$ cat config.mk
export PLATFORM = sky130hd
export DESIGN_NAME = data_bus_arbiter
export DESIGN_NICKNAME = d
export VERILOG_FILES = /design/src/rtl/data_bus_arbiter.sv
export SDC_FILE = /design/constraint.sdc
export NUM_CORES = 1
export LEC_CHECK = 0
export ABC_AREA = 1
export BUFFER_PORTS_ARGS = -buffer_cell sky130_fd_sc_hd__buf_4
export CAP_MARGIN = 20
export CELL_PAD_IN_SITES_DETAIL_PLACEMENT = 2
export CELL_PAD_IN_SITES_GLOBAL_PLACEMENT = 2
export CORE_ASPECT_RATIO = 1.75
export CORE_UTILIZATION = 11
export CTS_CLUSTER_SIZE = 40
export DETAILED_ROUTE_END_ITERATION = 10
export PLACE_DENSITY_LB_ADDON = 0.1
export SLEW_MARGIN = 20
export SYNTH_ARGS = -nofsm -noshare
export SYNTH_HDL_FRONTEND = slang
export SYNTH_SLANG_ARGS = --single-unit
$ cat constraint.sdc
create_clock -name clk -period 2.5 [get_ports clk]
set_input_delay 0.375 -clock clk [delete_from_list [all_inputs] [get_ports clk]]
set_output_delay 0.375 -clock clk [all_outputs]
set_load 0.03 [all_outputs]
$ cat src/rtl/data_bus_arbiter.sv
`default_nettype none
// ============================================================================
// Module   : data_bus_arbiter
// Brief    : Two-master round-robin arbiter for the data-memory req/gnt/rvalid
//            port, with an ID FIFO routing in-order responses back to issuers.
//            Define DATA_ARB_FIXED_PRIO_EN to give m0 fixed priority instead.
// Revision : 1.0
// ============================================================================
module data_bus_arbiter #(
    parameter int BUS_AW          = 32,
    parameter int BUS_DW          = 32,
    parameter int BUS_DBW         = 4,
    parameter int MAX_OUTSTANDING = 2
) (
    input  logic               clk,
    input  logic               rst,
    input  logic               m0_req_i,
    input  logic [BUS_AW-1:0]  m0_addr_i,
    input  logic               m0_we_i,
    input  logic [BUS_DBW-1:0] m0_be_i,
    input  logic [BUS_DW-1:0]  m0_wdata_i,
    output logic               m0_gnt_o,
    output logic               m0_rvalid_o,
    output logic [BUS_DW-1:0]  m0_rdata_o,
    input  logic               m1_req_i,
    input  logic [BUS_AW-1:0]  m1_addr_i,
    input  logic               m1_we_i,
    input  logic [BUS_DBW-1:0] m1_be_i,
    input  logic [BUS_DW-1:0]  m1_wdata_i,
    output logic               m1_gnt_o,
    output logic               m1_rvalid_o,
    output logic [BUS_DW-1:0]  m1_rdata_o,
    output logic               data_req_o,
    output logic [BUS_AW-1:0]  data_addr_o,
    output logic               data_we_o,
    output logic [BUS_DBW-1:0] data_be_o,
    output logic [BUS_DW-1:0]  data_wdata_o,
    input  logic               data_gnt_i,
    input  logic               data_rvalid_i,
    input  logic [BUS_DW-1:0]  data_rdata_i,
    output logic               arb_err_o
);

    localparam int CW = $clog2(MAX_OUTSTANDING) + 1;
    localparam int PW = (MAX_OUTSTANDING > 1) ? $clog2(MAX_OUTSTANDING) : 1;

    localparam logic [1:0] ARB_IDLE    = 2'd0;
    localparam logic [1:0] ARB_HOLD_M0 = 2'd1;
    localparam logic [1:0] ARB_HOLD_M1 = 2'd2;

    logic [1:0]    r_state;
    logic          r_ids [MAX_OUTSTANDING];
    logic [PW-1:0] r_wptr;
    logic [PW-1:0] r_rptr;
    logic [CW-1:0] r_count;
    logic          r_err;

    logic          w_full;
    logic          w_sel;
    logic          w_sel_valid;
    logic          w_req;
    logic          w_prio_m1;
    logic          w_push;
    logic          w_pop;
    logic          w_head;
    logic [PW-1:0] w_wptr_nxt;
    logic [PW-1:0] w_rptr_nxt;

`ifdef DATA_ARB_FIXED_PRIO_EN
    assign w_prio_m1 = 1'b0;
`else
    logic r_rr_ptr;

    always_ff @(posedge clk) begin
        if (rst) begin
            r_rr_ptr <= 1'b0;
        end else if (w_push) begin
            r_rr_ptr <= ~w_sel;
        end
    end

    assign w_prio_m1 = r_rr_ptr;
`endif

    assign w_full = (r_count == CW'(MAX_OUTSTANDING));

    // A locked HOLD state keeps the selection even while the FIFO is full; only the request is masked.
    always_comb begin
        w_sel       = 1'b0;
        w_sel_valid = 1'b0;
        w_req       = 1'b0;
        case (r_state)
            ARB_HOLD_M0: begin
                w_sel_valid = 1'b1;
                w_req       = m0_req_i && !w_full;
            end
            ARB_HOLD_M1: begin
                w_sel       = 1'b1;
                w_sel_valid = 1'b1;
                w_req       = m1_req_i && !w_full;
            end
            default: begin
                if (!w_full && (m0_req_i || m1_req_i)) begin
                    w_sel_valid = 1'b1;
                    w_req       = 1'b1;
                    w_sel       = (m0_req_i && m1_req_i) ? w_prio_m1 : m1_req_i;
                end
            end
        endcase
    end

    assign data_req_o   = w_req;
    assign data_addr_o  = !w_sel_valid ? '0 : (w_sel ? m1_addr_i  : m0_addr_i);
    assign data_we_o    = w_sel_valid && (w_sel ? m1_we_i : m0_we_i);
    assign data_be_o    = !w_sel_valid ? '0 : (w_sel ? m1_be_i    : m0_be_i);
    assign data_wdata_o = !w_sel_valid ? '0 : (w_sel ? m1_wdata_i : m0_wdata_i);

    assign w_push   = w_req && data_gnt_i;
    assign w_pop    = data_rvalid_i && (r_count != '0);
    assign w_head   = r_ids[r_rptr];
    assign m0_gnt_o = w_push && !w_sel;
    assign m1_gnt_o = w_push &&  w_sel;

    assign m0_rvalid_o = w_pop && !w_head;
    assign m1_rvalid_o = w_pop &&  w_head;
    assign m0_rdata_o  = w_pop ? data_rdata_i : '0;
    assign m1_rdata_o  = w_pop ? data_rdata_i : '0;
    assign arb_err_o   = r_err;

    assign w_wptr_nxt = (r_wptr == PW'(MAX_OUTSTANDING - 1)) ? '0 : r_wptr + PW'(1);
    assign w_rptr_nxt = (r_rptr == PW'(MAX_OUTSTANDING - 1)) ? '0 : r_rptr + PW'(1);

    always_ff @(posedge clk) begin
        if (rst) begin
            r_state <= ARB_IDLE;
            r_wptr  <= '0;
            r_rptr  <= '0;
            r_count <= '0;
            r_err   <= 1'b0;
        end else begin
            case (r_state)
                ARB_HOLD_M0: begin
                    if (!m0_req_i) begin
                        r_err   <= 1'b1;
                        r_state <= ARB_IDLE;
                    end else if (w_push) begin
                        r_state <= ARB_IDLE;
                    end
                end
                ARB_HOLD_M1: begin
                    if (!m1_req_i) begin
                        r_err   <= 1'b1;
                        r_state <= ARB_IDLE;
                    end else if (w_push) begin
                        r_state <= ARB_IDLE;
                    end
                end
                default: begin
                    if (w_sel_valid && !data_gnt_i) begin
                        r_state <= w_sel ? ARB_HOLD_M1 : ARB_HOLD_M0;
                    end else begin
                        r_state <= ARB_IDLE;
                    end
                end
            endcase
            // A response with nothing outstanding is dropped.
            if (data_rvalid_i && (r_count == '0)) begin
                r_err <= 1'b1;
            end
            if (w_push) begin
                r_ids[r_wptr] <= w_sel;
                r_wptr        <= w_wptr_nxt;
            end
            if (w_pop) begin
                r_rptr <= w_rptr_nxt;
            end
            r_count <= r_count + CW'(w_push) - CW'(w_pop);
        end
    end

endmodule
`default_nettype wire

==> out/metrics.csv <==
metric,value,unit
relSlewSlack,77.3,%
leakagePower,2.70,nW
ys_seq_elements,11,
drive_gt1_share,49.4,%
h-tree-depth,1,
ys_async_sr_fraction,0,%
placed_area,4530,µm²
ctsHoldBuffers,0,
worstMarginPinSlew,0.340,ns
skew,0.00305,ns
hpwl,12000,µm
place_inst,921,
ir_worst_vdd,0.000270,V
finalCriticalPeriod,2.34,ns
insertion_delay,0.24,ns
wl_met1,4280,µm
critPathArrivalTime,1.96,ns
outcome,"finished, final reports clean",
synthesis.area,2100,µm²
path_clk_slew,0.04,ns
seq_area_frac_synth,11.4,%
die_width,106,µm
synth_most_common_cell,nand2_1,
synth_top_area_cell,nand2_1,
min-delay-start,rst,
cpMostUsedCell,nand2_1,
gr-total-overflow,0,
clk_path_buf_depth,2,
synth_warnings,0,
die_y,185,µm
fmax,0.428,GHz
final_area,4700,µm²
synth_top_area_share,28.1,%
min_path_type,in -> reg,
drt_iter0_markers,46,
drt_pass1_iterations,4,
fillCellCount,2358,
finalHoldViolations,0,
path_max_fanout,29,
avgSynthCellArea,5.04,µm²
grt_pass1_wl,20700,µm
wire_per_inst,15.2,µm
antenna_found_initial,0,
r2r-start,r_state[0]$_SDFF_PP0_,
crit_required,2.12,ns
grt_max_degree,70,
slowest_delay,0.32,ns
start_kind,flop,
setup_viol,0,
drv_slew,0,
clock_sink_count,11,
fin_crit_sh,93.5,%
synth_common_cells,"nand2_1 (157), a21oi_1 (75), inv_1 (51)",
yosys-top-cells-area,"nand2_1 (28%), a21oi_1 (18%), buf_4 (12%), inv_1 (9.1%), dfxtp_1 (8.6%)",
top_layer_used,met4,
yosysUniqueCellTypes,23,
crit_path_end_kind,output pin,
gp_congestion,0.749,
cts_tree,done,
num_vias,3714,
cp_slowest_cell,dfxtp_1,
viasPerCell,3.99,
setup_tns,0,ns
wl_met3,1510,µm
dpl_worst_slack,0.235,ns
stdcell_count,931,
power.total,4.34,mW
syn_inst,416,
area_delta_synth_final,124,%
n_antenna_cell,0,
antenna_left,0,
rsz0062_at_grt,no,
synth_nets,596,
hold-worst-slack,0.340,ns
portBuffers,314,
post-route-util,25.2,%
rows,66,
worstSetupPathType,reg -> out,
fin_nets,874,
wl,14100,µm
maxCapViolations,0,
power.density,923,nW/µm²
gr-usage-all-layers,13.4,%
synth_enable_flop_cells,2,
crit_path_cell_trace,inv_1 > ha_4 > nand2_1 > inv_2 > nand3_4 > nand2_8 > buf_12 > nand2_1 > a21oi_1 > buf_4,
wl_met2,8220,µm
start_util,11.2,%
drc,0,
cts_buffers,3,
grt_pass1_vias,4013,
core_area,18700,µm²
ios,315,
worst_slack,0.162,ns
startpoint,r_state[0]$_SDFF_PP0_,
fp.dieArea,19700,µm²
clockRootBuffer,clkbuf_16,
synth_ff_type,dfxtp_1,
==> sequential cells by signal (all words and copies together) (netlist names), named ones only <==
signal,flops
r_count,2
r_ids,2
r_state,2
arb_err_o,1
r_rptr,1
r_rr_ptr,1
r_wptr,1
==> power breakdown <==
part / internal (mW) / total (mW) / switching, mW
registers: 0.229 / 0.266 / 0.0364
logic: 1.36 / 3.78 / 2.42
clock network: 0.214 / 0.295 / 0.0809
==> worst paths after layout <==
| path | depth (start not counted) | to | slack (ns) |
|---|---|---|---|
| setup / recovery | 10 | data_wdata_o[8] | 0.16 |
| hold reg to reg | 1 | r_rptr$_SDFFE_PP0P_ | 0.46 |
| hold / removal | 2 | r_count[0]$_SDFF_PP0_ | 0.34 |
| setup reg to reg | 12 | r_count[1]$_SDFF_PP0_ | 0.43 |
==> layer usage <==
layer | vias to the layer above | global-route usage, %
met4 | 0 | 1.83
met1 | 1708 | 12.1
li1 | 1793 | -
met2 | 206 | 28.3
met3 | 7 | 4.35
met5 | - | 0
==> critical path, delay by kind of cell (launching register included) <==
kind | cells | cell delay [ns]
buffers and inverters | 4 | 0.53
AOI/OAI and AO/OA | 1 | 0.18
and+or+nand+nor | 4 | 0.39
adders and majority gates | 1 | 0.28
DFF | 1 | 0.32
==> area by class of cell <==
cell class	instances	area (µm²)	share of cell area [%]
Multi-Input combinational cell	298	1350	28.8
Tap cell	238	298	6.33
Timing Repair Buffer	328	2530	53.9
Clock buffer	4	78.8	1.68
Sequential cell	11	240	5.11
Inverter	52	198	4.21
==> repair_timing <==
action / CTS / global route
setup endpoints to repair: 6 / 49
cloned: 0 / 1
pin swaps: 0 / 1
setup buffers: 0 / 5
gates resized for setup: 3 / 5
==> kinds of logic (layout without fill, tap and decap cells) <==
logic type	Yosys count	count (layout)	synth area share, %
fa+ha+maj	4	4	2.39
compound gates	83	83	20.3
xor+xnor	1	1	0.417
simple gates	209	210	38.6
buf+inv	108	384	26.8
flops	11	11	11.4
==> placed cells by master, fill, tap and decap left out, types with 2 or more instances in the layout <==
cell type | netlist | final
edfxtp_1 | 2 | 2
nand2_1 | 157 | 156
nand2_4 | 1 | 2
clkbuf_16 | 0 | 3
nand3_1 | 4 | 4
ha_1 | 4 | 3
nor2_1 | 44 | 44
dfxtp_1 | 9 | 9
o21ai_0 | 4 | 4
inv_1 | 51 | 50
buf_4 | 33 | 323
a21oi_1 | 75 | 74
buf_12 | 0 | 4
Power figures use the tool's default switching activity.
